### config.mk
export PLATFORM = sky130hd
export DESIGN_NAME = mips_mc_ctrl
export DESIGN_NICKNAME = d
export VERILOG_FILES = /design/src/rtl/mips_ctrl_pkg.sv /design/src/rtl/mips_ctrl_outdec.sv /design/src/rtl/mips_mc_ctrl.sv
export SDC_FILE = /design/constraint.sdc
export NUM_CORES = 1
export LEC_CHECK = 0
export BUFFER_PORTS_ARGS = -buffer_cell sky130_fd_sc_hd__buf_2
export CAP_MARGIN = 40
export CORE_AREA = 5 5 42 44
export DETAILED_ROUTE_END_ITERATION = 7
export DIE_AREA = 0 0 47 49
export MAX_ROUTING_LAYER = met4
export PLACE_DENSITY = 0.82
export SLEW_MARGIN = 5
export SYNTH_ARGS = -nofsm -noshare
export SYNTH_HDL_FRONTEND = slang
export SYNTH_SLANG_ARGS = --single-unit
### constraint.sdc
create_clock -name clk -period 1.62 [get_ports clk]
set_clock_uncertainty 0.05 [all_clocks]
set_input_delay 0.324 -clock clk [delete_from_list [all_inputs] [get_ports clk]]
set_output_delay 0.324 -clock clk [all_outputs]
set_load 0.05 [all_outputs]
### src/rtl/mips_ctrl_pkg.sv
// Shared encodings for the multicycle MIPS controller and the datapath mux selects.
// MIPS_CTRL_BNE_EN adds the BRNE state and opcode 0x05 support.
package mips_ctrl_pkg;

   typedef enum logic [3:0] {
      S_RESET  = 4'd0,
      S_FETCH  = 4'd1,
      S_DECODE = 4'd2,
      S_MEMADR = 4'd3,
      S_MEMRD  = 4'd4,
      S_MEMWB  = 4'd5,
      S_MEMWR  = 4'd6,
      S_EXEC   = 4'd7,
      S_ALUWB  = 4'd8,
      S_BRANCH = 4'd9,
      S_ADDIEX = 4'd10,
      S_ADDIWB = 4'd11,
      S_JUMP   = 4'd12
`ifdef MIPS_CTRL_BNE_EN
      , S_BRNE = 4'd13
`endif
   } state_t;

   localparam logic [5:0] OP_RTYPE = 6'h00;
   localparam logic [5:0] OP_J     = 6'h02;
   localparam logic [5:0] OP_BEQ   = 6'h04;
   localparam logic [5:0] OP_BNE   = 6'h05;
   localparam logic [5:0] OP_ADDI  = 6'h08;
   localparam logic [5:0] OP_LW    = 6'h23;
   localparam logic [5:0] OP_SW    = 6'h2B;

   localparam logic [1:0] ALUB_RT     = 2'b00;
   localparam logic [1:0] ALUB_FOUR   = 2'b01;
   localparam logic [1:0] ALUB_IMM    = 2'b10;
   localparam logic [1:0] ALUB_IMMSH2 = 2'b11;

   localparam logic [1:0] ALUOP_ADD   = 2'b00;
   localparam logic [1:0] ALUOP_SUB   = 2'b01;
   localparam logic [1:0] ALUOP_FUNCT = 2'b10;

   localparam logic [1:0] PC_ALU    = 2'b00;
   localparam logic [1:0] PC_ALUOUT = 2'b01;
   localparam logic [1:0] PC_JUMP   = 2'b10;

endpackage

### src/rtl/mips_ctrl_outdec.sv
// Combinational state-to-output decoder for the multicycle MIPS controller.
// MIPS_CTRL_BNE_EN enables decoding of the BRNE state.
module mips_ctrl_outdec
   import mips_ctrl_pkg::*;
(
   input  logic [3:0] i_state,
   input  logic       i_memReady,
   input  logic       i_zero,
   input  logic       i_opIllegal,
   output logic       o_memReq,
   output logic       o_memWrite,
   output logic       o_iord,
   output logic       o_irWrite,
   output logic       o_regDst,
   output logic       o_memToReg,
   output logic       o_regWrite,
   output logic       o_aluSrcA,
   output logic [1:0] o_aluSrcB,
   output logic [1:0] o_aluOp,
   output logic [1:0] o_pcSrc,
   output logic       o_pcEn,
   output logic       o_illegalOp
);

   // Every output defaults low so RESET and unused encodings are inert.
   always_comb begin
      o_memReq    = 1'b0;
      o_memWrite  = 1'b0;
      o_iord      = 1'b0;
      o_irWrite   = 1'b0;
      o_regDst    = 1'b0;
      o_memToReg  = 1'b0;
      o_regWrite  = 1'b0;
      o_aluSrcA   = 1'b0;
      o_aluSrcB   = ALUB_RT;
      o_aluOp     = ALUOP_ADD;
      o_pcSrc     = PC_ALU;
      o_pcEn      = 1'b0;
      o_illegalOp = 1'b0;
      case (i_state)
         S_FETCH: begin
            o_memReq  = 1'b1;
            o_aluSrcB = ALUB_FOUR;
            o_irWrite = i_memReady;
            o_pcEn    = i_memReady;
         end
         S_DECODE: begin
            o_aluSrcB   = ALUB_IMMSH2;
            o_illegalOp = i_opIllegal;
         end
         S_MEMADR, S_ADDIEX: begin
            o_aluSrcA = 1'b1;
            o_aluSrcB = ALUB_IMM;
         end
         S_MEMRD: begin
            o_memReq = 1'b1;
            o_iord   = 1'b1;
         end
         S_MEMWB: begin
            o_memToReg = 1'b1;
            o_regWrite = 1'b1;
         end
         S_MEMWR: begin
            o_memReq   = 1'b1;
            o_memWrite = 1'b1;
            o_iord     = 1'b1;
         end
         S_EXEC: begin
            o_aluSrcA = 1'b1;
            o_aluOp   = ALUOP_FUNCT;
         end
         S_ALUWB: begin
            o_regDst   = 1'b1;
            o_regWrite = 1'b1;
         end
         S_BRANCH: begin
            o_aluSrcA = 1'b1;
            o_aluOp   = ALUOP_SUB;
            o_pcSrc   = PC_ALUOUT;
            o_pcEn    = i_zero;
         end
`ifdef MIPS_CTRL_BNE_EN
         S_BRNE: begin
            o_aluSrcA = 1'b1;
            o_aluOp   = ALUOP_SUB;
            o_pcSrc   = PC_ALUOUT;
            o_pcEn    = !i_zero;
         end
`endif
         S_ADDIWB: o_regWrite = 1'b1;
         S_JUMP: begin
            o_pcSrc = PC_JUMP;
            o_pcEn  = 1'b1;
         end
         default: ;
      endcase
   end

endmodule

### src/rtl/mips_mc_ctrl.sv
// Multicycle MIPS main controller: state register, next-state logic, output decoder.
// MIPS_CTRL_BNE_EN adds bne (opcode 0x05) via the BRNE state.
module mips_mc_ctrl
   import mips_ctrl_pkg::*;
#(
   parameter int OPW = 6
) (
   input  logic           clk,
   input  logic           rst_n,
   input  logic [OPW-1:0] op,
   input  logic           zero,
   input  logic           mem_ready,
   output logic           mem_req,
   output logic           memwrite,
   output logic           iord,
   output logic           irwrite,
   output logic           regdst,
   output logic           memtoreg,
   output logic           regwrite,
   output logic           alusrca,
   output logic [1:0]     alusrcb,
   output logic [1:0]     aluop,
   output logic [1:0]     pcsrc,
   output logic           pc_en,
   output logic           illegal_op,
   output logic [3:0]     state_o
);

   state_t r_state;
   state_t w_decNext;
   logic   w_opIllegal;

   always_comb begin
      w_decNext   = S_FETCH;
      w_opIllegal = 1'b0;
      case (op)
         OPW'(OP_LW), OPW'(OP_SW): w_decNext = S_MEMADR;
         OPW'(OP_RTYPE):           w_decNext = S_EXEC;
         OPW'(OP_BEQ):             w_decNext = S_BRANCH;
         OPW'(OP_ADDI):            w_decNext = S_ADDIEX;
         OPW'(OP_J):               w_decNext = S_JUMP;
`ifdef MIPS_CTRL_BNE_EN
         OPW'(OP_BNE):             w_decNext = S_BRNE;
`endif
         default:                  w_opIllegal = 1'b1;
      endcase
   end

   // Only the memory states wait on mem_ready; every terminal state returns to FETCH.
   always_ff @(posedge clk or negedge rst_n) begin
      if (!rst_n) begin
         r_state <= S_RESET;
      end else begin
         case (r_state)
            S_RESET:  r_state <= S_FETCH;
            S_FETCH:  if (mem_ready) r_state <= S_DECODE;
            S_DECODE: r_state <= w_decNext;
            S_MEMADR: r_state <= (op == OPW'(OP_LW)) ? S_MEMRD : S_MEMWR;
            S_MEMRD:  if (mem_ready) r_state <= S_MEMWB;
            S_MEMWR:  if (mem_ready) r_state <= S_FETCH;
            S_EXEC:   r_state <= S_ALUWB;
            S_ADDIEX: r_state <= S_ADDIWB;
            default:  r_state <= S_FETCH;
         endcase
      end
   end

   assign state_o = r_state;

   mips_ctrl_outdec u_outdec (
      .i_state     (r_state),
      .i_memReady  (mem_ready),
      .i_zero      (zero),
      .i_opIllegal (w_opIllegal),
      .o_memReq    (mem_req),
      .o_memWrite  (memwrite),
      .o_iord      (iord),
      .o_irWrite   (irwrite),
      .o_regDst    (regdst),
      .o_memToReg  (memtoreg),
      .o_regWrite  (regwrite),
      .o_aluSrcA   (alusrca),
      .o_aluSrcB   (alusrcb),
      .o_aluOp     (aluop),
      .o_pcSrc     (pcsrc),
      .o_pcEn      (pc_en),
      .o_illegalOp (illegal_op)
   );

endmodule

==> impl_metrics.ini, run 1 <==
[synth]
async_reset_ff_share_pct = 100.0
synthAdderAreaFrac_pct = 1.798
yosysSeqAreaShare_pct = 17.98
synth_ff_type = dfrtp_1
yosys.area.top_type = dfrtp_1
synth-xor-area-share_pct = 3.146
syn_inst = 73
synth_top_family_by_area = simple AND/OR/NAND/NOR gates
synth_compound_area_share_pct = 23.82
yosys_warnings = 0
synth_edf_count = 0
synth_common_cells = nor2_1 (8), nand2b_1 (6), nor2b_1 (6), a21oi_1 (5), clkbuf_1 (5)
synthesis.nets = 83
synth_area_per_cell_um2 = 7.627
syn_area_um2 = 556.8
synth_top_area_share_pct = 17.98
synth_cell_types = 36
yosysMostFrequentCell = nor2_1
yosys.area_share.simple_pct = 42.02
synth_mux_area_share_pct = 5.618
ys_ff_latch = 4
yosys-top-cells-area = dfrtp_1 (18%), nand2b_1 (6.7%), nor2b_1 (6.7%), nor2_1 (5.4%), a21oi_1 (4.5%)

[floorplanning]
fp.dieH_um = 49
rows = 14
start_util_pct = 39.73
io-pin-count = 30
die_w_um = 47

[clock_tree]
cts.path.max_buffers = 2
cts.sinks = 4
numCtsBuffers = 3
clock-root-buffer = clkbuf_4
cts_max_level = 1

[placement]
hpwlAfterDp_um = 1582
place.gp.congestion = 0.8476
dp_slack_ps = -188.9
portBuffers = 29

[status]
lastStage = global routing
outcome = aborted with a tool error
firstError = [ERROR DPL-0038] Utilization greater than 100%, impossible to legalize

[sta]
worstEndpointGrtRepair = alusrca
worst_path_end_type = primary output

[grt]
grt_start_max_net_pins = 15
-- cells by family after synthesis --
family                   Yosys count
adder cells (fa/ha/maj)            1
XOR/XNOR                           2
AND/OR/NAND/NOR                   37
buffers and inverters              7
flip-flops                         4
AO/OA/AOI/OAI                     19
multiplexers                       3
-- repair_timing --
| action | in CTS |
|---|---|
| pin swaps | 6 |
| hold endpoints to repair | 4 |
| gates resized for setup | 53 |
| setup endpoints to repair | 20 |
| gates cloned | 1 |
| hold buffers | 1 |
| setup buffers | 5 |
-- metrics by stage --
step | utilization (%) | area [um^2] | TNS [ps] | hold slack (ps) | instances
3_5_place_dp | 74.46 | 1044 | -1059 | 79.82 | 138
4_1_cts | 94.73 | 1328 | -2934 | 374.9 | 148
2_1_floorplan | - | 742.0 | -1883 | -21.59 | 73
3_3_place_gp | 74.46 | 1044 | -674.0 | 75.14 | 138
==> inputs of run 2 (changes only) <==
--- a/config.mk
+++ b/config.mk
@@ -7,11 +7,10 @@
 export LEC_CHECK = 0
 export BUFFER_PORTS_ARGS = -buffer_cell sky130_fd_sc_hd__buf_2
 export CAP_MARGIN = 40
-export CORE_AREA = 5 5 42 44
+export CORE_AREA = 5 5 66 68
 export DETAILED_ROUTE_END_ITERATION = 7
-export DIE_AREA = 0 0 47 49
-export MAX_ROUTING_LAYER = met4
-export PLACE_DENSITY = 0.82
+export DIE_AREA = 0 0 71 73
+export PLACE_DENSITY_LB_ADDON = 0.15
 export SLEW_MARGIN = 5
 export SYNTH_ARGS = -nofsm -noshare
 export SYNTH_HDL_FRONTEND = slang
==> run 2 against run 1 <==
  * The flow now finishes, with violations (negative setup slack)
  * Area after synthesis unchanged
  * Synthesized cell count is the same
==> impl_metrics.ini, run 2 <==
[drt]
post_drt_via_cell_ratio = 4.209
num_vias = 766
drt_iter0_drc = 16
routed_wl_um = 2161
drt_first_pass_iters = 4
drc = 0
wl_per_cell_um = 11.87
antenna_left = 0

[setup_path]
worstPathArrival_ps = 1460
worstPathRequired_ps = 1250
reg2reg_from = state_o[3]
worstPathMaxFanout = 8
worstReg2RegEnd = state_o[1]
critPathCaptureType = output pin
r2r_cells = 6
crit_type = reg -> out
cp-start-kind = register
critical_path.startpoint = state_o[2]
r2r_slack_ps = 20

[grt]
gr-total-overflow = 0
grt_pass1_wl_um = 3753
grt_antenna_before_repair = 0
grtUsageMet1_pct = 10.72
grt_use_total_pct = 8.974
grt_start_max_net_pins = 13
grtUsageMet2_pct = 15.96
top_usage_layer = met2
use_met3_pct = 0.9642
grt_pass1_vias = 808

[synth]
synth_top_area_share_pct = 17.98
synth_top_family_by_area = simple AND/OR/NAND/NOR gates
synth-xor-area-share_pct = 3.146
syn_area_um2 = 556.8
yosysSeqAreaShare_pct = 17.98
synth_ff_type = dfrtp_1
async_reset_ff_share_pct = 100.0
yosys-top-cells-area = dfrtp_1 (18%), nand2b_1 (6.7%), nor2b_1 (6.7%), nor2_1 (5.4%), a21oi_1 (4.5%)
synth_cell_types = 36
yosysMostFrequentCell = nor2_1
syn_inst = 73
ys_ff_latch = 4
synth_mux_area_share_pct = 5.618
synth_edf_count = 0
synth_common_cells = nor2_1 (8), nand2b_1 (6), nor2b_1 (6), a21oi_1 (5), clkbuf_1 (5)
synthAdderAreaFrac_pct = 1.798
yosys.area.top_type = dfrtp_1
synthesis.nets = 83
yosys_warnings = 0
synth_compound_area_share_pct = 23.82
yosys.area_share.simple_pct = 42.02
synth_area_per_cell_um2 = 7.627

[floorplanning]
start_util_pct = 14.66
die_w_um = 71
die_area_um2 = 5183
core_area_um2 = 3799
fp.dieH_um = 73
rows = 23
io-pin-count = 30

[placement]
dp.cells = 171
hpwlAfterDp_um = 1745
place.gp.congestion = 0.7093
portBuffers = 29

[finish]
syn2layout_area_growth_pct = 148.3
finalNetCount = 144
final_cell_mix = buf_4 (24), buf_6 (19), buf_2 (13)
seq_area_um2 = 107.6
multiInputGateArea_um2 = 611.8
largest_reg_flops = 4
final_cells = 182
fillers = 410
final_common_cell = buf_4
n_antenna_cell = 0
drive_gt1_share_pct = 75.00

[sta]
setup_viol = 16
timing.final.max_slew_violations = 0
finalCritPeriodShare_pct = 113.3
final_hold_viol_count = 0
rsz0062_at_grt = true
max_slew_margin_pct = 80.03
worst_pin_slew_ps = 298.8
whs_ps = 393.4
post-route-min-period_ps = 1835
fmax_ghz = 0.5449
timing.final.ws_setup_ps = -215.2

[status]
violations = negative setup slack
outcome = finished, violations left

[pwr]
p_leak_nw = 0.6260
vdd_ir_drop_max_mv = 0.3725
pwr_density_cell_nw_per_um2 = 1813
power_mw = 2.507

[clock_tree]
cts.path.max_buffers = 2
cts.sinks = 4
cts_max_level = 1
clk_pin_slew_ps = 30
numCtsBuffers = 3
clk_latency_ps = 220
clock-root-buffer = clkbuf_8
cts_tree = yes

[hold_path]
hp-class = in -> async

[job]
cap_viol_max_count = 0
==> run 2: how the worst max path moves through the flow <==
stage                       endpoint  slack (ps)  depth (start not counted)
after detailed placement    regwrite        -120                          5
after CTS                   regwrite        -230                          5
after floorplan             regwrite        -320                          4
after global placement    illegal_op        -180                          3
after global routing         alusrca        -290                          5
final                        alusrca        -220                          5
==> run 2: logic make-up (layout without fill, tap and decap cells) <==
group	Yosys count	in the layout
adder cells (fa/ha/maj)	1	1
AO/OA/AOI/OAI	19	19
AND/OR/NAND/NOR	37	37
multiplexers	3	3
buffers and inverters	7	66
flip-flops	4	4
XOR/XNOR	2	2
==> run 2: area by class of cell <==
cell class              count  share of cell area [%]
clock buffers               3                   2.986
multi-input cells          62                   44.25
repair buffers             63                   40.45
flip-flops and latches      4                   7.783
well taps                  50                   4.525
==> run 2: metrics by stage <==
step           utilization (%)  setup TNS [ps]  area (um^2)  setup WS (ps)
5_1_grt                  36.40           -2962         1383         -286.3
2_1_floorplan                -           -1883        742.0         -321.6
6_report                 36.40           -2059         1383         -215.2
3_5_place_dp             28.39          -892.7         1079         -120.7
3_3_place_gp             28.39          -930.8         1079         -179.7
4_1_cts                  34.88           -2227         1325         -233.4
==> run 2: per-layer routing <==
layer	wire, um	up-vias	share of wire (%)
met3	96	5	4.4
li1	-	390	-
met2	1099	24	51
met4	44	0	2.0
met5	0	-	0
met1	920	347	43
==> run 2: where the power goes <==
part	switching [mW]	internal, mW
registers	0.0386	0.148
clock network	0.0497	0.158
logic	1.18	0.932
total	1.27	1.24
==> run 2: worst max-delay path: stages (launching register included) <==
cell,delay (ps)
dfrtp_4,480
buf_6,140
nand2b_4,170
mux2i_2,170
a22o_4,140
buf_8,130
==> run 2: timing repair <==
item	in CTS	in global routing
hold buffers	1	0
hold endpoints to repair	4	0
pin swaps	5	4
setup buffers	4	3
gates resized for setup	48	9
setup endpoints to repair	18	17
Power figures use the tool's default switching activity.
==> inputs of run 3 (changes only) <==
==> constraint.sdc (replaced) <==
create_clock -name clk -period 1.62 [get_ports clk]
set_clock_uncertainty 0.05 [all_clocks]
set_input_delay 0.162 -clock clk [delete_from_list [all_inputs] [get_ports clk]]
set_output_delay 0.162 -clock clk [all_outputs]
set_load 0.05 [all_outputs]
==> run 3 against run 2 <==
  * The run now ends clean
  * Worst setup slack gained 220 ps
  * Combinational power down 9%
  * Die area stayed put
  * Sequential power increased by 15%
  * Critical path type unchanged
  * Wire length is 1.8% higher
  * Register-to-register slack improved by 40 ps
==> impl_metrics.ini, run 3 (same netlist as run 2, synthesis figures left out) <==
[grt]
grt_start_max_net_pins = 11
gr-total-overflow = 0
grt_use_total_pct = 8.856
grt_antenna_before_repair = 0
grt_pass1_vias = 762
grt_pass1_wl_um = 3608

[sta]
post-route-min-period_ps = 1611
rsz0062_at_grt = true
timing.final.max_slew_violations = 0
finalCritPeriodShare_pct = 99.45
fmax_ghz = 0.6207
final_hold_viol_count = 0
setup_viol = 0
max_slew_margin_pct = 78.86
worst_pin_slew_ps = 316.0

[placement]
place.gp.congestion = 0.7547
hpwlAfterDp_um = 1683
dp.cells = 156
portBuffers = 29

[hold_path]
hp-class = in -> reg

[drt]
num_vias = 739
routed_wl_um = 2200
antenna_left = 0
drt_first_pass_iters = 3
drc = 0
wl_per_cell_um = 13.02
post_drt_via_cell_ratio = 4.373
drt_iter0_drc = 13

[clock_tree]
clk_latency_ps = 220
cts_max_level = 1
numCtsBuffers = 3
cts.sinks = 4
clock-root-buffer = clkbuf_8
cts.path.max_buffers = 2
cts_tree = yes
clk_pin_slew_ps = 30

[floorplanning]
io-pin-count = 30
core_area_um2 = 3799
rows = 23
die_area_um2 = 5183
start_util_pct = 14.66
fp.dieH_um = 73
die_w_um = 71

[setup_path]
cp-start-kind = register
worstPathMaxFanout = 6
worstPathRequired_ps = 1410
critPathCaptureType = output pin
crit_type = reg -> out
worstPathArrival_ps = 1400

[finish]
syn2layout_area_growth_pct = 114.6
largest_reg_flops = 4
drive_gt1_share_pct = 70.59
final_cells = 169
final_cell_mix = buf_4 (19), buf_2 (14), buf_6 (8)
final_util_pct = 31.46
n_antenna_cell = 0
final_common_cell = buf_4
finalNetCount = 131

[pwr]
pwr_density_cell_nw_per_um2 = 1968
p_leak_nw = 0.5272
vdd_ir_drop_max_mv = 0.4163

[job]
cap_viol_max_count = 0

[status]
outcome = complete, no violations
## run 3: cell types whose count changed in the layout (fill, tap and decap cells not counted), sizes merged
cell    change
clkbuf      +3
buf        -16
## run 3: critical path: stages, from the launching register on
cell      delay, ps
dfrtp_2         440
buf_6           160
nand2b_4        140
mux2i_2         160
a21o_4          150
buf_8           130
## run 3: per-layer routing
metal  wire [um]  global-route usage, %
met1         918                  10.21
met5           0                      0
met2        1115                  15.55
met3         110                 0.9642
met4          55                  5.637
## run 3: through the flow
stage | hold slack [ps] | area, um^2 | setup WS, ps | TNS (ps) | total power, mW
final | 209.5 | 1195 | 8.882 | 0 | 2.351
after global routing | 220.8 | 1195 | -48.28 | -139.6 | 2.482
after CTS | 208.5 | 1086 | -9.517 | -24.65 | 2.163
after detailed placement | -75.17 | 923.4 | 61.64 | 0 | 1.744
after global placement | -75.41 | 923.4 | 24.41 | 0 | 1.752
after floorplan | -183.6 | 681.9 | -163.2 | -516.2 | 1.363
## run 3: what timing repair did
action | CTS | global route
gates resized for setup | 22 | 20
pin swaps | 2 | 2
hold buffers | 1 | 0
hold endpoints to repair | 4 | 0
buffers inserted | 4 | 5
endpoints found under the setup margin | 11 | 11
## run 3: power by group
part	total [mW]	switching, mW	internal, mW
clock	0.210	0.0517	0.158
sequential	0.215	0.0706	0.145
combinational	1.93	1.10	0.829
## run 3: area by class of cell
type | instances | area, um^2
Tap cell | 50 | 62.56
Timing Repair Buffer | 50 | 409.1
Sequential cell | 4 | 105.1
Fill cell | 426 | 2604
Clock buffer | 3 | 41.29
Multi-Input combinational cell | 62 | 576.8
## run 3: path summary, 6_finish.rpt
check | startpoint | endpoint | slack (ps) | depth (start not counted)
max | state_o[3] | regwrite | 9 | 5
min | op[4] | state_o[3] | 210 | 3
max reg2reg | state_o[3] | state_o[1] | 60 | 5
min reg2reg | state_o[2] | state_o[3] | 620 | 2
max in group asynchronous | rst_n | state_o[2] | 1150 | 2
min in group asynchronous | rst_n | state_o[1] | 240 | 2
==> inputs of run 4 (changes only) <==
--- a/config.mk
+++ b/config.mk
@@ -10,6 +10,7 @@
 export CORE_AREA = 5 5 66 68
 export DETAILED_ROUTE_END_ITERATION = 7
 export DIE_AREA = 0 0 71 73
+export MAX_ROUTING_LAYER = met4
 export PLACE_DENSITY_LB_ADDON = 0.15
 export SLEW_MARGIN = 5
 export SYNTH_ARGS = -nofsm -noshare
==> run 4 against run 3 <==
  * First-iteration DRC count unchanged
  * Register-to-register slack about the same
  * Clock power hardly changed
  * Cell count is the same
  * Combinational power about the same
  * Flip-flop and latch count stayed put
  * Count of clock-buffer cells in the layout did not move
  * Sequential share of layout area about the same
  * Wire length decreased by 0.32%
  * Largest cell class unchanged
  * Largest power group unchanged
==> impl_metrics.ini, run 4 (same netlist as run 2, synthesis figures left out) <==
[hold_path]
hp-start = op[4]
min_path_cells = 3
min_to = state_o[3]
hp-class = in -> reg

[pwr]
p_comb_share_pct = 82.0
power_mw = 2.343
seq_power_share_pct = 9.1
p_switching_mw = 1.216
vdd_ir_drop_max_mv = 0.4475
pwr_density_cell_nw_per_um2 = 1955
p_int_mw = 1.126
switching_share_pct = 51.92
power.share.clock_pct = 9.0
p_leak_nw = 0.5273

[sta]
finalCritPeriodShare_pct = 99.50
timing.final.max_slew_violations = 0
setup_viol = 0
post-route-min-period_ps = 1612
max_slew_margin_pct = 78.86
final_hold_viol_count = 0
worst_pin_slew_ps = 316.0
rsz0062_at_grt = true
fmax_ghz = 0.6204
whs_ps = 209.5

[clock_tree]
cts.path.max_buffers = 2
cts.sinks = 4
clk_latency_ps = 220
clock-root-buffer = clkbuf_8
clk_pin_slew_ps = 30
cts_max_level = 1
cts_tree = yes
numCtsBuffers = 3

[floorplanning]
die_area_um2 = 5183
start_util_pct = 14.66
fp.dieH_um = 73
rows = 23
core_area_um2 = 3799
die_w_um = 71
io-pin-count = 30

[finish]
largest_reg_flops = 4
fillers = 424
drive_gt1_share_pct = 70.59
fin_area_um2 = 1199
final_cells = 169
syn2layout_area_growth_pct = 115.3
n_antenna_cell = 0
final_cell_mix = buf_4 (18), buf_2 (14), buf_6 (9)
finalNetCount = 131
final_common_cell = buf_4

[drt]
top_layer = met4
routed-wl-met2_um = 1105
drt_first_pass_iters = 3
drc = 0
routed_wl_um = 2193
drt_iter0_drc = 13
wl_per_cell_um = 12.98
antenna_left = 0
num_vias = 739
wl_met3_um = 98
post_drt_via_cell_ratio = 4.373
met1Wirelength_um = 934

[setup_path]
reg2reg_from = state_o[3]
crit_type = reg -> out
worstPathRequired_ps = 1410
worstPathMaxFanout = 6
r2r_cells = 5
critPathCaptureType = output pin
r2r_slack_ps = 60
worstReg2RegEnd = state_o[1]
worstPathArrival_ps = 1400
cp-start-kind = register

[grt]
grt_pass1_vias = 760
grt_pass1_wl_um = 3622
gr-total-overflow = 0
grt_use_total_pct = 9.145
grt_antenna_before_repair = 0
grt_start_max_net_pins = 11

[placement]
hpwlAfterDp_um = 1683
postPlaceCellArea_um2 = 923.4
portBuffers = 29
place.gp.congestion = 0.7644
dp.cells = 156

[job]
cap_viol_max_count = 0

[status]
outcome = complete, no violations
run 4: cell counts in the layout (fill, tap and decap cells not counted):
Identical to the previous run, type by type.
run 4: worst max path at each step:
stage,start,end,depth (start not counted)
finish,state_o[3],regwrite,5
detailed placement,state_o[3],illegal_op,3
floorplan,state_o[1],state_o[1],3
global route,state_o[3],irwrite,4
CTS,state_o[1],irwrite,3
global placement,state_o[3],illegal_op,3
run 4: area by class of cell:
class / count / area, um^2 / share of cell area (%)
sequential: 4 / 105.1 / 8.768
timing repair buffer: 50 / 412.9 / 34.45
clock buffer: 3 / 41.29 / 3.445
multi-input combinational: 62 / 576.8 / 48.12
tap: 50 / 62.56 / 5.219
run 4: what timing repair did:
action | 4_1_cts | 5_1_grt
buffers inserted | 4 | 5
hold endpoints to repair | 4 | 0
gates cloned | 0 | 0
resized for setup | 22 | 21
endpoints found under the setup margin | 11 | 11
hold buffers | 1 | 0
pin swaps | 2 | 2
run 4: layer usage:
layer	track usage, %	vias to the layer above
li1	-	365
met1	10.38	342
met2	15.55	27
met3	0.8264	5
met4	5.637	0
met5	-	-
run 4: worst max-delay path, stage by stage (launching register included):
cell and delay (ps):
dfrtp_2 440, buf_6 160, nand2b_4 140, mux2i_2 160, a21o_4 150, buf_8 130
run 4: stage by stage:
stage / TNS, ps / utilization [%] / setup WS (ps)
3_5_place_dp: 0 / 24.31 / 61.64
5_1_grt: -163.2 / 31.55 / -48.28
4_1_cts: -24.65 / 28.59 / -9.517
6_report: 0 / 31.55 / 8.071
2_1_floorplan: -516.2 / - / -163.2
3_3_place_gp: 0 / 24.31 / 24.41
run 4: power groups by stage:
| stage | clock [mW] | combinational [mW] | sequential [mW] |
|---|---|---|---|
| 2_1_floorplan | 0 | 1.04 | 0.323 |
| 3_3_place_gp | 0 | 1.56 | 0.194 |
| 3_5_place_dp | 0 | 1.55 | 0.194 |
| 4_1_cts | 0.214 | 1.75 | 0.197 |
| 5_1_grt | 0.222 | 2.03 | 0.220 |
| 6_report | 0.210 | 1.92 | 0.212 |
